===== config.mk =====
export PLATFORM = sky130hd
export DESIGN_NAME = imm_decode_stage
export DESIGN_NICKNAME = d
export VERILOG_FILES = /design/src/rtl/imm_decode_stage.sv
export SDC_FILE = /design/constraint.sdc
export NUM_CORES = 1
export LEC_CHECK = 0
export ABC_AREA = 1
export BUFFER_PORTS_ARGS = -buffer_cell sky130_fd_sc_hd__clkbuf_2
export CAP_MARGIN = 10
export CORE_UTILIZATION = 50
export CTS_CLUSTER_SIZE = 8
export DETAILED_ROUTE_END_ITERATION = 12
export HOLD_SLACK_MARGIN = 0.1
export PLACE_DENSITY = 0.72
export RECOVER_POWER = 100
export SLEW_MARGIN = 5
export SYNTH_ARGS = -nofsm -noshare
export SYNTH_HDL_FRONTEND = slang
export SYNTH_SLANG_ARGS = --single-unit

===== constraint.sdc =====
create_clock -name clk -period 5.05 [get_ports clk]
set_clock_uncertainty 0.2 [all_clocks]
set_input_delay 0.7575 -clock clk [delete_from_list [all_inputs] [get_ports clk]]
set_output_delay 0.7575 -clock clk [all_outputs]
set_load 0.01 [all_outputs]

===== src/rtl/imm_decode_stage.sv =====
// Immediate-decode stage: extracts/extends RV immediates, classifies format, computes pc+imm,
// and presents results through a 2-entry elastic buffer. Define IMM_DECODE_CSR_EN to decode CSR*I uimm.
module imm_decode_stage #(
    parameter int unsigned XLEN  = 64,
    parameter int unsigned CNT_W = 16
) (
    input  logic             clk,
    input  logic             rst,
    input  logic             flush,
    input  logic             in_valid,
    output logic             in_ready,
    input  logic [XLEN-1:0]  in_pc,
    input  logic [31:0]      in_instr,
    output logic             out_valid,
    input  logic             out_ready,
    output logic [XLEN-1:0]  out_pc,
    output logic [31:0]      out_instr,
    output logic [XLEN-1:0]  out_imm,
    output logic [2:0]       out_imm_type,
    output logic [XLEN-1:0]  out_target,
    output logic             out_illegal,
    output logic [CNT_W-1:0] illegal_cnt
);

    localparam logic [2:0] T_NONE = 3'd0;
    localparam logic [2:0] T_I    = 3'd1;
    localparam logic [2:0] T_S    = 3'd2;
    localparam logic [2:0] T_B    = 3'd3;
    localparam logic [2:0] T_U    = 3'd4;
    localparam logic [2:0] T_J    = 3'd5;
`ifdef IMM_DECODE_CSR_EN
    localparam logic [2:0] T_Z    = 3'd6;
`endif
    localparam logic [CNT_W-1:0] CNT_MAX = '1;

    typedef struct packed {
        logic [XLEN-1:0] pc;
        logic [31:0]     instr;
        logic [XLEN-1:0] imm;
        logic [2:0]      imm_type;
        logic [XLEN-1:0] target;
        logic            illegal;
    } entry_t;

    logic signed [11:0] imm_i;
    logic signed [11:0] imm_s;
    logic signed [12:0] imm_b;
    logic signed [31:0] imm_u;
    logic signed [20:0] imm_j;
    logic [XLEN-1:0]    dec_imm;
    logic [2:0]         dec_type;
    logic               dec_illegal;
    entry_t             dec_entry;

    entry_t             main_q;
    entry_t             skid_q;
    logic               main_v;
    logic               skid_v;
    logic [CNT_W-1:0]   cnt_q;
    logic               accept;

    assign imm_i = in_instr[31:20];
    assign imm_s = {in_instr[31:25], in_instr[11:7]};
    assign imm_b = {in_instr[31], in_instr[7], in_instr[30:25], in_instr[11:8], 1'b0};
    assign imm_u = {in_instr[31:12], 12'h000};
    assign imm_j = {in_instr[31], in_instr[19:12], in_instr[20], in_instr[30:21], 1'b0};

    // Format classification; signed size casts sign-extend from each format's MSB.
    always_comb begin
        dec_imm     = '0;
        dec_type    = T_NONE;
        dec_illegal = 1'b1;
        if (in_instr[1:0] == 2'b11) begin
            case (in_instr[6:0])
                7'b0000011, 7'b0010011, 7'b1100111: begin
                    dec_imm = XLEN'(imm_i); dec_type = T_I; dec_illegal = 1'b0;
                end
                7'b0011011: begin
                    if (XLEN == 64) begin
                        dec_imm = XLEN'(imm_i); dec_type = T_I; dec_illegal = 1'b0;
                    end
                end
                7'b0100011: begin
                    dec_imm = XLEN'(imm_s); dec_type = T_S; dec_illegal = 1'b0;
                end
                7'b1100011: begin
                    dec_imm = XLEN'(imm_b); dec_type = T_B; dec_illegal = 1'b0;
                end
                7'b0110111, 7'b0010111: begin
                    dec_imm = XLEN'(imm_u); dec_type = T_U; dec_illegal = 1'b0;
                end
                7'b1101111: begin
                    dec_imm = XLEN'(imm_j); dec_type = T_J; dec_illegal = 1'b0;
                end
`ifdef IMM_DECODE_CSR_EN
                7'b1110011: begin
                    if (in_instr[14]) begin
                        dec_imm = XLEN'(in_instr[19:15]); dec_type = T_Z; dec_illegal = 1'b0;
                    end
                end
`endif
                default: begin
                    dec_imm     = '0;
                    dec_type    = T_NONE;
                    dec_illegal = 1'b1;
                end
            endcase
        end
    end

    always_comb begin
        dec_entry          = '0;
        dec_entry.pc       = in_pc;
        dec_entry.instr    = in_instr;
        dec_entry.imm      = dec_imm;
        dec_entry.imm_type = dec_type;
        dec_entry.target   = in_pc + dec_imm;
        dec_entry.illegal  = dec_illegal;
    end

    assign in_ready = !skid_v && !rst;
    assign accept   = in_valid && in_ready;

    // Main/skid elastic buffer; flush outranks both accept and downstream ready.
    always_ff @(posedge clk) begin
        if (rst) begin
            main_q <= '0;
            skid_q <= '0;
            main_v <= 1'b0;
            skid_v <= 1'b0;
        end else if (flush) begin
            main_q <= '0;
            skid_q <= '0;
            main_v <= 1'b0;
            skid_v <= 1'b0;
        end else if (out_ready || !main_v) begin
            if (skid_v) begin
                main_q <= skid_q;
                main_v <= 1'b1;
                skid_v <= accept;
                if (accept) begin
                    skid_q <= dec_entry;
                end
            end else begin
                main_v <= accept;
                if (accept) begin
                    main_q <= dec_entry;
                end
            end
        end else if (accept) begin
            skid_q <= dec_entry;
            skid_v <= 1'b1;
        end
    end

    // Saturating count of illegal entries that survive into the buffer.
    always_ff @(posedge clk) begin
        if (rst) begin
            cnt_q <= '0;
        end else if (accept && !flush && dec_illegal && (cnt_q != CNT_MAX)) begin
            cnt_q <= cnt_q + CNT_W'(1);
        end
    end

    assign out_valid    = main_v;
    assign out_pc       = main_q.pc;
    assign out_instr    = main_q.instr;
    assign out_imm      = main_q.imm;
    assign out_imm_type = main_q.imm_type;
    assign out_target   = main_q.target;
    assign out_illegal  = main_q.illegal;
    assign illegal_cnt  = cnt_q;

endmodule

# After elaboration in Yosys (flattened, before gate mapping)
# Index checks and enable logic that the tools add are counted.
[totals]
word_cells = 61
register_bits = 474
out_inout_bits = 246
[op_classes]
add_sub_neg = 2
reduce_logical = 17
n_eq_ne = 12
mux = 15
[ops]
columns = ["cell", "n"]
rows = [
  ["228-bit two-way mux", 5],
  ["64-bit one-hot mux with 5 select lines", 1],
  ["64-bit adder", 1],
  ["64-bit two-way mux", 1],
  ["7-bit by 5-bit == test with 1-bit output (second input constant)", 3],
  ["7-bit == test (second input constant)", 3],
  ["16-bit by 1-bit adder with 16-bit output (second input constant)", 1],
  ["16-bit inequality test (second input constant)", 1],
  ["3-bit one-hot mux with 5 select lines", 1],
  ["7-bit by 6-bit == test with 1-bit output (second input constant)", 2],
  ["9-bit OR reduction", 1],
  ["7-bit by 2-bit == test with 1-bit output (second input constant)", 1],
  ["1-bit two-way mux", 6],
  ["1-bit logical AND", 5],
  ["1-bit zero test", 4],
  ["2-bit nonzero test", 2],
  ["2-bit OR reduction", 2],
  ["4-bit OR reduction", 1],
  ["3-bit two-way mux", 1],
  ["2-bit == test (second input constant)", 1],
  ["2-bit inequality test (second input constant)", 1],
  ["2-bit AND reduction", 1],
  ["1-bit logical OR", 1],
]

# Logic depth before layout (Yosys ltp)
# Gate-level depths: netlist of run 1.
[logic_depth]
word_depth = 8
depth_mapped = 26
ltp_nobuf = 26

# Worst setup path after synthesis of run 1
# Ideal clock, no wire load.
[synth_timing]
kind = "in2reg"
from = "in in_instr[4]"
to = "reg skid_q[64] in the netlist's numbering"
required_time_ps = 4734
slack_ps = 1354
path_stages = 22
n_path_buf = 0
arrival_ps = 3380
setup_time_ps = 116
path_cell_list = "inv_2 nand2_1 nor2_2 nand2_1 nand2_2 inv_2 nand2_4 nand2_1 inv_1 ha_1 nand2_1 inv_1 a21oi_1 nand2_1 nand2_1 nand2_1 a21oi_1 nand2_1 nand2_1 nand3_1 o211ai_1 inv_1"
[synth_lines]
columns = ["element", "line", "source"]
rows = [
  ["from (decl)", "13", "input logic [31:0] in_instr,"],
  ["to (signal assigned)", "142", "skid_q <= dec_entry;"],
  ["to (signal assigned)", "151", "skid_q <= dec_entry;"],
  ["to (decl)", "56", "entry_t skid_q;"],
]

==> impl_metrics.tcl, run 1 <==
set metrics [dict create \
    finalSetupViolations 0 \
    crit_fanout 6 \
    dieArea_um2 46200 \
    outcome "finished, violations left" \
    max_slew_margin -0.774 \
    r2r_end "skid_q[42]" \
    drt-total-wl_um 74400 \
    pwr-share-comb 0.102 \
    ant_nets 0 \
    ys_ff_latch 410 \
    dp.cells 4318 \
    worst-path-stages 21 \
    cts_buffers 58 \
    synth_top_family_by_area "simple AND/OR/NAND/NOR gates" \
    grt_usage 0.314 \
    synth_flop_cell "dfxtp_1" \
    crit_start "in_instr[4]" \
    yosysSeqAreaShare 0.362 \
    antenna_found_initial 0 \
    switching_share 0.265 \
    rows 77 \
    crit_top_cell "nand2_1" \
    worst_pin_slew_ns 2.66 \
    leakagePower_nw 12.8 \
    arrival_ns 4.57 \
    wire_per_inst_um 17.0 \
    drv_slew 530 \
    synth_edf_count 0 \
    core_area_um2 44500 \
    hpwl_um 52000 \
    p_per_area_nw_per_um2 297 \
    post_cts_resized 0 \
    clockBufferDepth 3 \
    gp_congestion 0.951 \
    synthArstFlopShare 0 \
    clkTransAtPathRegs_ns 0.05 \
    diodes 0 \
    finalHoldViolations 0 \
    rsz0062_at_grt "no" \
    root_buffer "clkbuf_16" \
    drive_above_1_share 0.0580 \
    violations "capacitance limit, slew limit" \
    drt_iter0_drc 2461 \
    critPathMaxStageDelay_ns 0.54 \
    synthMuxAreaShare 0 \
    final.setup.tns_ns 0 \
    hold_class "input port to register" \
    final_cell_mix "979 x nand2_1, 499 x inv_1, 414 x nor2_1, 409 x dfxtp_1, 340 x o21ai_0" \
    vdd_drop_max_uv 246 \
    viasPerCell 5.31 \
    cp.buffers_inverters 3 \
    synth_top_area_cell "dfxtp_1" \
    drc 0 \
    finalCritPeriodShare 0.858 \
    grt_max_degree 288 \
    holdBufCountCts 0 \
    final_common_cell "nand2_1" \
    power.internal_w 0.00559 \
    r2r_slack_ns 1.00 \
    required_ns 5.29 \
    synth-compound-area-share 0.182 \
    postCtsSetupBuffers 0 \
    netlist_instances 3570 \
    netlist.area_leader.share 0.362 \
    cts-htree-levels 2 \
    cts_num_sinks 410 \
    synth_nets 3736 \
    grt_pass1_wl_um 117000 \
    end_kind "register" \
    start_kind "input port" \
    ys.warnings.count 0 \
    endpoint "out_target[20]" \
    r2r_cells 7 \
    synth_xor_area_frac 0.0139 \
    ys_types 37 \
    crit_path_cell_trace "clkbuf_1 -> inv_1 -> nand2_1 -> nor2_1 -> nand2_1 -> nand2_1 -> a21oi_4 -> nand2_1 -> inv_1 -> nor3_1 -> ha_1 -> nand2_1 -> nand2_1 -> nand2_1 -> nand2_1 -> nand3b_1 -> nand2_1 -> nand2_1 -> xor2_1 -> o21ai_0 -> a21oi_1" \
    stdcell_count 4386 \
    synth_adder_area_share 0.0362 \
    io_pins 347 \
    drv_cap 3 \
    die_y_um 215 \
    layout.nets 3952 \
    max_freq_mhz 231 \
    clk_latency_ns 0.61 \
    seq_power_share 0.438 \
    grt_pass1_vias 20800 \
    cts_tree "built" \
    start_util 0.509 \
    port_buffers 346 \
    area_growth_pct 12.9 \
    r2r-start "skid_v" \
    avgSynthCellArea_um2 6.35 \
    path_class "input port to register" \
    via_count 23300 \
    grt-ovfl-total 0 \
    layout_min_cycle_time_ns 4.33 \
    clkPwrFrac 0.460 \
    first_pass_iters 6 \
    synth_area_um2 22700 \
    yosys.area_share.simple 0.279 \
    die_w_um 215 \
    synthTopCellsByArea "dfxtp_1 36%, nand2_1 16%, inv_1 8.2%, o21ai_0 7.0%, nor2_1 6.8%" \
    p_sw_w 0.00201 \
    crit_path_top_delay_cell "nor3_1" \
    cp_top_family "simple AND/OR/NAND/NOR gates" \
]
[Yosys cell counts (31+ instances only)]
library cell,count
dfxtp_1,410
nor2_1,408
o21ai_0,318
o211ai_1,33
nand2_1,975
buf_2,31
inv_1,496
nand3_1,127
a31oi_1,100
clkbuf_1,133
ha_1,64
buf_4,33
a21oi_1,266
[metrics by stage]
step / setup WS, ns / hold WS (ns) / area, µm² / util / power, W
floorplan: 1.35 / 0.241 / 22700 / - / 0.00388
global placement: 0.430 / 0.251 / 24400 / 0.549 / 0.00418
detailed placement: 0.404 / 0.254 / 24400 / 0.549 / 0.00418
CTS: 1.03 / 0.172 / 26000 / 0.584 / 0.00766
global route: 0.485 / 0.195 / 25600 / 0.575 / 0.00788
finish: 0.719 / 0.197 / 25600 / 0.575 / 0.00760
[area by class of cell]
| cell class | count | area, µm² |
|---|---|---|
| Timing Repair Buffer | 363 | 1610 |
| Sequential cell | 410 | 8210 |
| Tap cell | 592 | 741 |
| Inverter | 508 | 1920 |
| Multi-Input combinational cell | 2445 | 11500 |
| Clock inverter | 4 | 75.1 |
| Fill cell | 4645 | 18900 |
| Clock buffer | 64 | 1500 |
[worst reg2reg max path: stages (launching register included)]
cell,delay (ns)
dfxtp_4,0.47
nor2_1,0.30
nand2_1,0.16
nor2_1,0.24
clkbuf_4,1.94
nand3_1,0.34
o211ai_1,0.18
inv_1,0.08
[how the worst min path moves through the flow]
stage | from | end | slack (ns) | cells after the start
floorplan | skid_q[163] | skid_q[163] | 0.24 | 2
global placement | skid_q[163] | skid_q[163] | 0.25 | 2
detailed placement | skid_q[163] | skid_q[163] | 0.25 | 2
CTS | in_instr[20] | out_instr[20] | 0.17 | 3
global route | in_instr[15] | out_instr[15] | 0.19 | 3
finish | in_instr[21] | out_instr[21] | 0.20 | 3
[kinds of logic (layout without fill, tap and decap cells)]
kind of cell	Yosys count	count (layout)
compound gates	767	767
buf+inv	715	939
simple gates	1577	1577
fa+ha+maj	65	65
flops	410	410
xor+xnor	36	36
[power by group through the flow]
stage | Sequential [W] | Clock (W) | Combinational [W]
3_5_place_dp | 0.00340 | 0 | 0.000780
3_3_place_gp | 0.00339 | 0 | 0.000782
2_1_floorplan | 0.00341 | 0 | 0.000466
6_report | 0.00333 | 0.00350 | 0.000776
4_1_cts | 0.00333 | 0.00355 | 0.000785
5_1_grt | 0.00333 | 0.00369 | 0.000855
[routing by layer]
| layer | GRT usage | up-vias | wire (µm) |
|---|---|---|---|
| li1 | - | 11700 | - |
| met1 | 0.440 | 10700 | 34100 |
| met2 | 0.487 | 824 | 32700 |
| met3 | 0.0579 | 105 | 5820 |
| met4 | 0.0921 | 2 | 1710 |
| met5 | 0.0104 | - | 69 |
[flip-flops by register name, summed over array words and instances (netlist names)]
register and count:
out_imm_type 3, out_valid 1, out_illegal 1, illegal_cnt 16, out_instr 32, out_imm 32
skid_q 196, out_pc 64, skid_v 1, out_target 64
(Power assumes the default switching activity.)
==> run 2, diff against run 1 <==
--- a/config.mk
+++ b/config.mk
@@ -5,9 +5,9 @@
 export SDC_FILE = /design/constraint.sdc
 export NUM_CORES = 1
 export LEC_CHECK = 0
-export ABC_AREA = 1
 export BUFFER_PORTS_ARGS = -buffer_cell sky130_fd_sc_hd__clkbuf_2
 export CAP_MARGIN = 10
+export CORE_MARGIN = 5
 export CORE_UTILIZATION = 50
 export CTS_CLUSTER_SIZE = 8
 export DETAILED_ROUTE_END_ITERATION = 12
==> impl_metrics.tcl, run 2 <==
set metrics [dict create \
    required_ns 5.37 \
    final_cell_mix "480 x nand2_1, 410 x dfxtp_1, 330 x a21oi_1, 276 x nor2_1, 254 x clkbuf_1" \
    violations "capacitance limit, slew limit" \
    first_pass_iters 6 \
    layout_min_cycle_time_ns 4.82 \
    synth_edf_count 0 \
    core_area_um2 40700 \
    regArea_um2 8210 \
    postCtsSetupBuffers 0 \
    netlist.area_leader.share 0.399 \
    cts_num_sinks 410 \
    finalHoldWorstSlack_ns 0.204 \
    port_buffers 346 \
    ys.warnings.count 0 \
    synthArstFlopShare 0 \
    drv_slew 403 \
    clkTransAtPathRegs_ns 0.05 \
    p_per_area_nw_per_um2 316 \
    drc 0 \
    rows 74 \
    hpwl_um 47200 \
    grt_pass1_vias 18900 \
    largest_register "skid_q" \
    synth_xor_area_frac 0.0302 \
    rsz0062_at_grt "no" \
    via_count 19800 \
    synth_top_area_cell "dfxtp_1" \
    synth_area_um2 20600 \
    final_util 0.589 \
    hold_class "input port to register" \
    io_pins 347 \
    crit_fanout 8 \
    netlist_instances 2611 \
    finalCritPeriodShare 0.954 \
    vdd_drop_max_uv 289 \
    dieArea_um2 45300 \
    antenna_found_initial 0 \
    ant_nets 0 \
    finalHoldViolations 0 \
    final_common_cell "nand2_1" \
    synth_adder_area_share 0.0399 \
    leakagePower_nw 8.94 \
    ys_ff_latch 410 \
    ys_types 86 \
    arrival_ns 5.14 \
    synth_nets 2777 \
    drv_cap 7 \
    max_slew_margin -0.780 \
    diodes 0 \
    yosysSeqAreaShare 0.399 \
    synth-compound-area-share 0.230 \
    max_freq_mhz 208 \
    grt_pass1_wl_um 102000 \
    grt_max_degree 207 \
    avgSynthCellArea_um2 7.88 \
    layout.nets 3058 \
    cts_tree "built" \
    cts-htree-levels 2 \
    nFillCells 3842 \
    worst_pin_slew_ns 2.67 \
    wire_per_inst_um 19.2 \
    root_buffer "clkbuf_16" \
    die_w_um 213 \
    clk_latency_ns 0.62 \
    drt-total-wl_um 65900 \
    clockBufferDepth 3 \
    start_kind "input port" \
    outcome "finished, violations left" \
    drive_above_1_share 0.105 \
    grt_usage 0.278 \
    gp_congestion 0.939 \
    start_util 0.505 \
    synth_top_family_by_area "compound AO/OA/AOI/OAI gates" \
    largest_reg_flops 196 \
    yosys-top-cells-count "479 x nand2_1, 410 x dfxtp_1, 328 x a21oi_1" \
    area_growth_pct 16.5 \
    finalSetupViolations 0 \
    cts_buffers 57 \
    synthTopCellsByArea "dfxtp_1 40%, nand2_1 8.7%, a21oi_1 8.0%, mux2i_1 5.7%, a211oi_1 5.3%" \
    path_class "input port to register" \
    synth_most_common_cell "nand2_1" \
    viasPerCell 5.79 \
    synthMuxAreaShare 0.0579 \
    multi_input_area_um2 11200 \
    yosys.area_share.simple 0.184 \
    synth_flop_cell "dfxtp_1" \
    grt-ovfl-total 0 \
    end_kind "register" \
    drt_iter0_drc 1769 \
    die_y_um 213 \
]
[run 2: changes by cell type in the layout (fill, tap and decap cells not counted), moves of 14 or more]
cell / delta
nor2_1: -138
inv_1: -460
nand4_1: +25
a31oi_1: -85
o21ai_0: -213
a21oi_1: +63
a21o_1: +28
a211oi_1: +146
xnor2_1: +37
nand3_1: -100
o21bai_1: +14
nand2_1: -499
mux2i_1: +118
buf_4: +84
[run 2: layer usage]
metal  GRT usage  up-vias  part of all wire
li1            -     9632                 -
met4       0.115        0             0.037
met1       0.350     9392              0.42
met3      0.0642      143             0.076
met5           0        -                 0
met2       0.461      677              0.47
[run 2: stage by stage]
stage / cell area [µm²] / setup TNS [ns] / instances / setup WS [ns] / total power [W]
final: 24000 / 0 / 3430 / 0.234 / 0.00757
after global placement: 22900 / -3.07 / 3365 / -0.272 / 0.00425
after floorplan: 20600 / 0 / 2611 / 0.287 / 0.00391
after CTS: 24400 / 0 / 3430 / 0.311 / 0.00766
after global routing: 24000 / 0 / 3430 / 0.0288 / 0.00786
after detailed placement: 22900 / -5.40 / 3365 / -0.342 / 0.00426
[run 2: cell type report]
| type | instances | share of cell area |
|---|---|---|
| flip-flops and latches | 410 | 0.342 |
| repair buffers | 458 | 0.0958 |
| clock inverters | 3 | 0.00172 |
| inverters | 39 | 0.00610 |
| clock buffers | 62 | 0.0612 |
| well taps | 532 | 0.0278 |
| multi-input cells | 1926 | 0.465 |
[run 2: logic make-up (layout without fill, tap and decap cells)]
logic type	Yosys count	in the layout
xor gates and xnor gates	71	71
muxes	119	119
and+or+nand+nor	904	904
AOI/OAI and AO/OA	767	767
buffers and inverters	275	562
adders and majority gates	65	65
DFF	410	410
[run 2: path summary, 6_finish.rpt]
kind	start	end	slack [ns]	cells past startpoint
setup / recovery	in_instr[4]	out_target[62]	0.23	20
hold / removal	in_instr[1]	skid_q[133]	0.20	3
setup reg to reg	skid_v	skid_q[140]	0.43	6
hold reg to reg	skid_q[75]	skid_q[75]	0.25	2
[run 2: where the power goes]
group | leakage (nW) | internal [W] | switching (W)
Combinational | 4.88 | 0.000298 | 0.000556
Sequential | 3.32 | 0.00330 | 0.0000350
Clock | 0.740 | 0.00201 | 0.00138
Total | 8.94 | 0.00561 | 0.00197
[run 2: what timing repair did]
| action | in CTS | in global routing |
|---|---|---|
| hold buffers | 0 | 0 |
| resized for setup | 0 | 1 |
| endpoints found under the setup margin | 0 | 8 |
[run 2: critical path, cell delays in order]
cell	delay (ns)
clkbuf_2	0.11
nand3b_1	0.18
a2bb2oi_1	0.18
nor2_1	0.06
clkbuf_1	0.14
o21a_1	0.30
a21oi_1	0.32
inv_1	0.16
ha_1	0.41
clkbuf_1	0.18
nand2_1	0.08
o21ai_0	0.37
a221oi_1	0.22
a21bo_2	0.27
a21oi_1	0.43
a21oi_1	0.14
buf_4	0.18
nor4_1	0.31
a41oi_1	0.09
a31oi_1	0.22
